## config.mk

```make
export PLATFORM = sky130hd
export DESIGN_NAME = mat_input_loader
export DESIGN_NICKNAME = d
export VERILOG_FILES = /design/src/rtl/matcalc_pkg.sv /design/src/rtl/mat_entry_counter.sv /design/src/rtl/mat_input_loader.sv
export SDC_FILE = /design/constraint.sdc
export NUM_CORES = 1
export LEC_CHECK = 0
export CORE_MARGIN = 8
export CORE_UTILIZATION = 50
export DETAILED_ROUTE_END_ITERATION = 7
export PLACE_DENSITY_LB_ADDON = 0.08
export SLEW_MARGIN = 25
export SYNTH_ARGS = -nofsm -noshare
export SYNTH_HDL_FRONTEND = slang
export SYNTH_SLANG_ARGS = --single-unit
```

## constraint.sdc

```tcl
create_clock -name clk -period 2 [get_ports clk]
set_input_delay 0.2 -clock clk [delete_from_list [all_inputs] [get_ports clk]]
set_output_delay 0.2 -clock clk [all_outputs]
set_load 0.02 [all_outputs]
```

## src/rtl/matcalc_pkg.sv

```systemverilog
// Shared defaults and state encoding for the matrix add/subtract front end.
// Pure declarations; no logic.
package matcalc_pkg;

  localparam int DEF_ELEM_W = 4;
  localparam int DEF_N_ELEM = 16;
  localparam int DEF_WD_MAX = 15;

  typedef enum logic [2:0] {
    ST_IDLE,
    ST_LOAD_A,
    ST_LOAD_B,
    ST_CLEAR,
    ST_LAUNCH,
    ST_WAIT,
    ST_DONE
  } loader_state_t;

endpackage

```

## src/rtl/mat_entry_counter.sv

```systemverilog
// Up-counter with enable, priority clear and wrap flag.
// Wrap is asserted combinationally on the enabled cycle where cnt equals MAX.
module mat_entry_counter
  import matcalc_pkg::*;
#(
  parameter int W   = 4,
  parameter int MAX = 15
) (
  input  logic         clk,
  input  logic         rst_n,
  input  logic         en,
  input  logic         clr,
  output logic [W-1:0] cnt,
  output logic         wrap
);

  localparam logic [W-1:0] MAX_V = W'(MAX);

  assign wrap = en & (cnt == MAX_V);

  always_ff @(posedge clk or negedge rst_n) begin
    if (!rst_n) begin
      cnt <= '0;
    end else if (clr) begin
      cnt <= '0;
    end else if (en) begin
      cnt <= wrap ? '0 : cnt + 1'b1;
    end
  end

endmodule

```

## src/rtl/mat_input_loader.sv

```systemverilog
// Loads operands A then B over valid/ready, pulses path_rst then add_en, waits for finish.
// in_ready is the only combinational output; abort drops in_ready in the same cycle.
module mat_input_loader
  import matcalc_pkg::*;
#(
  parameter int ELEM_W = DEF_ELEM_W,
  parameter int N_ELEM = DEF_N_ELEM,
  parameter int WD_MAX = DEF_WD_MAX
) (
  input  logic                     clk,
  input  logic                     rst_n,
  input  logic                     start,
  input  logic                     abort,
  input  logic                     op_sub,
  input  logic                     in_valid,
  input  logic [ELEM_W-1:0]        in_data,
  output logic                     in_ready,
  output logic [ELEM_W*N_ELEM-1:0] mat_A,
  output logic [ELEM_W*N_ELEM-1:0] mat_B,
  output logic                     sign,
  output logic                     path_rst,
  output logic                     add_en,
  input  logic                     finish,
  output logic                     busy,
  output logic                     done,
  output logic                     err
);

  localparam int CNT_W = 4;

  loader_state_t    state;
  logic [CNT_W-1:0] idx;
  logic             idx_wrap;
  logic [CNT_W-1:0] wd_cnt;
  logic             wd_wrap;
  logic             in_load;
  logic             start_ok;
  logic             beat;
  logic             wd_en;
  logic             wd_clr;

  assign in_load  = (state == ST_LOAD_A) || (state == ST_LOAD_B);
  assign in_ready = in_load & ~abort;
  assign beat     = in_valid & in_ready;
  assign start_ok = start & ((state == ST_IDLE) || (state == ST_DONE));
  assign wd_clr   = (state == ST_LAUNCH);
  assign wd_en    = (state == ST_WAIT) & ~finish;

  mat_entry_counter #(
    .W   (CNT_W),
    .MAX (N_ELEM - 1)
  ) u_idx (
    .clk   (clk),
    .rst_n (rst_n),
    .en    (beat),
    .clr   (start_ok),
    .cnt   (idx),
    .wrap  (idx_wrap)
  );

  // Wraps one short of WD_MAX so the expiring WAIT cycle is the one where the count reaches WD_MAX.
  mat_entry_counter #(
    .W   (CNT_W),
    .MAX (WD_MAX - 1)
  ) u_wd (
    .clk   (clk),
    .rst_n (rst_n),
    .en    (wd_en),
    .clr   (wd_clr),
    .cnt   (wd_cnt),
    .wrap  (wd_wrap)
  );

  always_ff @(posedge clk or negedge rst_n) begin
    if (!rst_n) begin
      state    <= ST_IDLE;
      mat_A    <= '0;
      mat_B    <= '0;
      sign     <= 1'b0;
      path_rst <= 1'b0;
      add_en   <= 1'b0;
      busy     <= 1'b0;
      done     <= 1'b0;
      err      <= 1'b0;
    end else begin
      path_rst <= 1'b0;
      add_en   <= 1'b0;
      case (state)
        ST_IDLE, ST_DONE: begin
          if (start) begin
            state <= ST_LOAD_A;
            sign  <= op_sub;
            busy  <= 1'b1;
            done  <= 1'b0;
            err   <= 1'b0;
          end
        end
        ST_LOAD_A: begin
          if (abort) begin
            state <= ST_IDLE;
            busy  <= 1'b0;
          end else if (beat) begin
            // Entry 0 lands in the MSB nibble so the add path sees row-major order.
            for (int i = 0; i < N_ELEM; i++) begin
              if (idx == CNT_W'(i)) mat_A[(N_ELEM-1-i)*ELEM_W +: ELEM_W] <= in_data;
            end
            if (idx_wrap) state <= ST_LOAD_B;
          end
        end
        ST_LOAD_B: begin
          if (abort) begin
            state <= ST_IDLE;
            busy  <= 1'b0;
          end else if (beat) begin
            for (int i = 0; i < N_ELEM; i++) begin
              if (idx == CNT_W'(i)) mat_B[(N_ELEM-1-i)*ELEM_W +: ELEM_W] <= in_data;
            end
            if (idx_wrap) begin
              state    <= ST_CLEAR;
              path_rst <= 1'b1;
            end
          end
        end
        ST_CLEAR: begin
          state  <= ST_LAUNCH;
          add_en <= 1'b1;
        end
        ST_LAUNCH: begin
          state <= ST_WAIT;
        end
        ST_WAIT: begin
          if (finish) begin
            state <= ST_DONE;
            busy  <= 1'b0;
            done  <= 1'b1;
          end else if (wd_wrap) begin
            state <= ST_DONE;
            busy  <= 1'b0;
            done  <= 1'b1;
            err   <= 1'b1;
          end
        end
        default: begin
          state <= ST_IDLE;
          busy  <= 1'b0;
        end
      endcase
    end
  end

endmodule

```

* After elaboration in Yosys (flattened, before gate mapping)
Cells that the tools add are included.
** Cells by class
- Add/sub/neg operators :: 2
- Eq/ne operators :: 31
- Multiplexer cells :: 32
- Bitwise gates (word level) :: 9
- Reduce and logical (&&, ||, !) cells :: 47
** Operator list (count)
- 4-bit AND reduction :: 34
- 4-bit == test, second input constant :: 9
- 3-bit two-way mux :: 9
- 4-bit two-way mux :: 6
- 3-bit one-hot mux with 6 select lines :: 1
- 4-bit by 3-bit == test with 1-bit output, second input constant :: 4
- 3-bit by 2-bit != test with 1-bit output, second input constant :: 5
- 1-bit two-way mux :: 13
- 3-bit == test, second input constant :: 3
- 4-bit by 1-bit adder with 4-bit output, second input constant :: 2
- 4-bit by 2-bit == test with 1-bit output, second input constant :: 2
- 1-bit AND :: 6
- 3-bit by 2-bit == test with 1-bit output, second input constant :: 2
- 6-bit AND reduction :: 1
- 2-bit nonzero test :: 3
- 2-bit OR reduction :: 3
- 4-bit by 1-bit == test with 1-bit output, second input constant :: 1
- 4-bit zero test :: 1
- 2-bit by 1-bit != test with 1-bit output, second input constant :: 2
- 2-bit != test, second input constant :: 2
- 1-bit one-hot mux with 2 select lines :: 2
- 1-bit one-hot mux with 4 select lines :: 1
- 3-bit by 1-bit == test with 1-bit output, second input constant :: 1
- 3-bit zero test :: 1
- other kinds (4) :: 7
** Word-level totals
- Flip-flop bits (word level) :: 145
- Input port bits :: 11
- Output and inout bits :: 135

* Depth between registers and ports, before layout
Gate-level depths: netlist of the first run.
- Depth in word-level cells :: 9
- Gate-level depth with buffers :: 6
- Depth with buffers taken out :: 6

* By module
From an unflattened synthesis of the first run, not the netlist that was laid out.
** Second synthesis, totals
- Cell total of the unflattened synthesis :: 425
- Area total of the unflattened synthesis :: 6283.5 sq um
** By module, submodules not included
- mat_input_loader :: times used 1, cells an instance 377, area an instance 5858.1 sq um, sequential area each 3428.3 sq um
- mat_entry_counter at u_wd :: times used 1, cells an instance 26, area an instance 220.2 sq um, sequential area each 100.1 sq um
- mat_entry_counter at u_idx :: times used 1, cells an instance 22, area an instance 205.2 sq um, sequential area each 100.1 sq um

* Least setup slack after synthesis of the first run
Ideal clock, no wire load.
- Path kind :: flip-flop to flip-flop
- Start :: register u_idx.cnt[0]
- End :: register mat_A[12]
- Library setup time :: 125 ps
- Data arrival time :: 1585 ps
- Required time :: 1875 ps
- Path slack :: 290 ps
- Stages on the path, launching flop included :: 7
- Path buffers :: 0
- Clock period less this slack :: 1710 ps
- Cell sequence :: dfrtp_1 inv_1 ha_1 nand2b_1 nor4_2 nand3_1 mux2_2
** On the way
- Longest elaborated chain between the ends :: 2
** RTL lines
- start, declared :: RTL line mat_entry_counter.sv:13 : output logic [W-1:0] cnt,
- start signal, assigned :: RTL line mat_entry_counter.sv:27 : cnt <= wrap ? '0 : cnt + 1'b1;
- 4-bit == test :: RTL line mat_input_loader.sv:105 : if (idx == CNT_W'(i)) mat_A[(N_ELEM-1-i)*ELEM_W +: ELEM_W] <= in_data;
- 4-bit AND reduction (no line)
- end signal, assigned by index :: RTL line mat_input_loader.sv:105
- end, declared :: RTL line mat_input_loader.sv:18 : output logic [ELEM_W*N_ELEM-1:0] mat_A,
Every way passes these cells.
A chain may end at the register's enable or synchronous reset.

* Worst setup path after layout of the first run
- Start :: register state[0]
- End :: register sign
** On the way
- Longest elaborated chain between the ends :: 3
- Elaborated cells between the ends (all ways) :: 4
** RTL lines
- start, declared :: RTL line mat_input_loader.sv:31 : loader_state_t state;
- start signal, assigned :: RTL line mat_input_loader.sv:76 : state <= ST_IDLE;
- start signal, assigned :: RTL line mat_input_loader.sv:91 : state <= ST_LOAD_A;
- start signal, assigned :: RTL line mat_input_loader.sv:100 : state <= ST_IDLE;
- 3-bit == test or 3-bit zero test (tied branches) :: RTL line mat_input_loader.sv:88 : case (state)
- 2-bit OR reduction (*) :: RTL line mat_input_loader.sv:88
- 2-bit AND reduction (no line) (*)
- end signal, assigned :: RTL line mat_input_loader.sv:92 : sign <= op_sub;
- end, declared :: RTL line mat_input_loader.sv:20 : output logic sign,
Mark *: on every way between the ends. The rest lies on a longest branch, timed or not.

==> impl_metrics.env, run 1 <==
export IMPL_htreeDepth=4
export IMPL_finalMaxSlewViolations=0
export IMPL_yosys_warnings=0
export IMPL_worst_r2r_cell_count=3
export IMPL_synth_edf_count=0
export IMPL_nets=612
export IMPL_avgSynthCellArea_um2=14.7
export IMPL_async_flop_share=1.00
export IMPL_status="finished, final reports clean"
export IMPL_worst_pin_slew_ps=673
export IMPL_tns_ps=0
export IMPL_worstPathArrival_ps=2180
export IMPL_grt_overflow=0
export IMPL_insertion_delay_ps=420
export IMPL_numPortBuffers=145
export IMPL_vias=4065
export IMPL_synth_top_area_share=0.580
export IMPL_die_area_um2=16300
export IMPL_drt_iter0_markers=197
export IMPL_yosysTopAreaCell="dfrtp_1"
export IMPL_syn_num_nets=443
export IMPL_syn_area_um2=6250
export IMPL_slew_headroom=0.551
export IMPL_setup_viol=0
export IMPL_rr_startpoint="state[0]$_DFFE_PN0P_"
export IMPL_globalplace_congestion=0.880
export IMPL_cp_startpoint="state[0]$_DFFE_PN0P_"
export IMPL_dp_hpwl_um=10700
export IMPL_clockRootBuffer="clkbuf_16"
export IMPL_drt_first_pass_iters=4
export IMPL_path_clk_slew_ps=60
export IMPL_row_count=41
export IMPL_start_kind="register"
export IMPL_start_util=0.504
export IMPL_num_fill_cells=921
export IMPL_die_y_um=128
export IMPL_max_clock_freq_ghz=0.532
export IMPL_syn_to_final_growth_pct=37.6
export IMPL_path_max_fanout=7
export IMPL_r2r_end="sign$_DFFE_PN0P_"
export IMPL_track_usage=0.197
export IMPL_period_minus_slack_ps=1880
export IMPL_route_detailed_drc=0
export IMPL_clock_skew_ps=6.16
export IMPL_fp_coreArea_um2=12400
export IMPL_crit_path_end_kind="register"
export IMPL_antenna_found_initial=0
export IMPL_avgViaCountPerCell=5.22
export IMPL_finalNonFillerCells=778
export IMPL_numClockSinks=145
export IMPL_n_antenna_cell=0
export IMPL_finalHoldViolCount=0
export IMPL_detail_route_antenna_nets=0
export IMPL_cts_buffers=17
export IMPL_drive_gt1_frac=0.266
export IMPL_ys_seq_area_frac=0.580
export IMPL_ir_drop_mv=0.730
export IMPL_synth_most_common_cell="dfrtp_1"
export IMPL_syn_inst=426
export IMPL_worst_hold_slack_ps=369
export IMPL_hold_path_class="in2async"
export IMPL_rsz0062_at_grt="false"
export IMPL_power_leakage_nw=4.24
export IMPL_die_w_um=128
export IMPL_wire_per_inst_um=19.6
export IMPL_io_pins=146
export IMPL_final_area_um2=8610
export IMPL_power_density_nw_per_um2=995
export IMPL_ys_flop_type="dfrtp_1"
export IMPL_grt_pass1_vias=4452
export IMPL_cp_endpoint="sign$_DFFE_PN0P_"
export IMPL_place_inst=747
export IMPL_synth_seq_cells=145
export IMPL_cap_viol_max_count=0
export IMPL_netlist_top_cells_count="dfrtp_1, mux2_2, mux2_1"
export IMPL_final_setup_worst_slack_ps=122
export IMPL_reg2reg_slack_ps=120
export IMPL_cts_setup_buffers=0
export IMPL_place_area_um2=8050
export IMPL_clockBufferDepth=2
export IMPL_finish_utilization=0.693
export IMPL_place_ws_ps=15.7
export IMPL_synth_area_top_cells="dfrtp_1, mux2_2, mux2_1, mux2_4, nand2_4"
export IMPL_crit_type="reg2reg"
export IMPL_required_ps=2300
export IMPL_period_share=0.939
export IMPL_grt_max_degree=74
export IMPL_grt_first_pass_wirelength_um=24700
export IMPL_power_total_mw=8.56
export IMPL_yosysUniqueCellTypes=45
export IMPL_wirelength_um=15300
export IMPL_cts_tree="yes"
-- cells by family (layout without fill, tap and decap cells) --
group	after synthesis	count (layout)	synth area share
flops	145	145	0.580
mux	130	130	0.254
simple gates	88	88	0.103
buf+inv	28	208	0.0200
compound gates	26	26	0.0254
fa+ha+maj	6	6	0.0120
xor+xnor	3	3	0.00540
-- what timing repair did --
item	CTS	global route
endpoints found under the hold margin	70	0
gates resized for setup	2	1
hold buffers	1	0
endpoints found under the setup margin	1	1
-- routing by layer --
| metal | wire, µm | track usage | up-vias |
|---|---|---|---|
| met3 | 998 | 0.0657 | 19 |
| met4 | 216 | 0.0720 | 0 |
| li1 | - | - | 1841 |
| met2 | 7360 | 0.316 | 110 |
| met5 | 0 | 0 | - |
| met1 | 6680 | 0.241 | 2095 |
-- critical path: stages, from the launching register on --
cell     delay [ps]
dfrtp_1         490
buf_4           210
or4b_1          700
mux2_4          360
-- report_power, final --
| part | total [mW] | switching, mW | internal, mW | leakage (nW) |
|---|---|---|---|---|
| Sequential | 3.53 | 0.282 | 3.25 | 2.00 |
| Combinational | 2.09 | 1.06 | 1.02 | 1.97 |
| Clock | 2.95 | 1.12 | 1.82 | 0.273 |
-- how the worst min path moves through the flow --
stage | start | end | slack, ps
after detailed placement | rst_n | mat_B[27]$_DFFE_PN0P_ | 260
after CTS | op_sub | sign$_DFFE_PN0P_ | 380
after global placement | rst_n | mat_B[27]$_DFFE_PN0P_ | 260
final | rst_n | mat_B[27]$_DFFE_PN0P_ | 370
after global routing | op_sub | sign$_DFFE_PN0P_ | 400
after floorplan | rst_n | add_en$_DFF_PN0_ | -100
-- state kept, by name (all words and copies together), names as in the netlist --
| register | cells |
|---|---|
| u_wd.cnt | 4 |
| add_en | 1 |
| mat_B | 64 |
| u_idx.cnt | 4 |
| done | 1 |
| path_rst | 1 |
| busy | 1 |
| sign | 1 |
| mat_A | 64 |
| state | 3 |
| err | 1 |
-- layout by cell type, fill, tap and decap left out, types with 6 or more instances in the layout --
master / instances
o21ai_0: 6
inv_1: 8
nand3_1: 12
clkdlybuf4s50_1: 143
nor2_1: 6
mux2_4: 33
buf_4: 21
ha_1: 6
mux2_1: 47
mux2_2: 50
dfrtp_1: 143
nor2_4: 8
nand2_4: 8
nand2_1: 19
clkbuf_16: 17
-- final cells by class --
cell class	count	area [µm²]	share of cell area
clock buffers	25	495	0.0576
clock inverters	5	53.8	0.00625
inverters	8	30.0	0.00349
multi-input cells	253	2500	0.291
flip-flops and latches	145	3630	0.422
well taps	172	215	0.0250
repair buffers	170	1680	0.195
No activity file was read; power rests on OpenSTA's default activity.
==> run 2, diff against run 1 <==
Settings changed: CAP_MARGIN from default to 40.
==> results of run 2 <==
Final layout, timing and power as in run 1 (identical DEF).
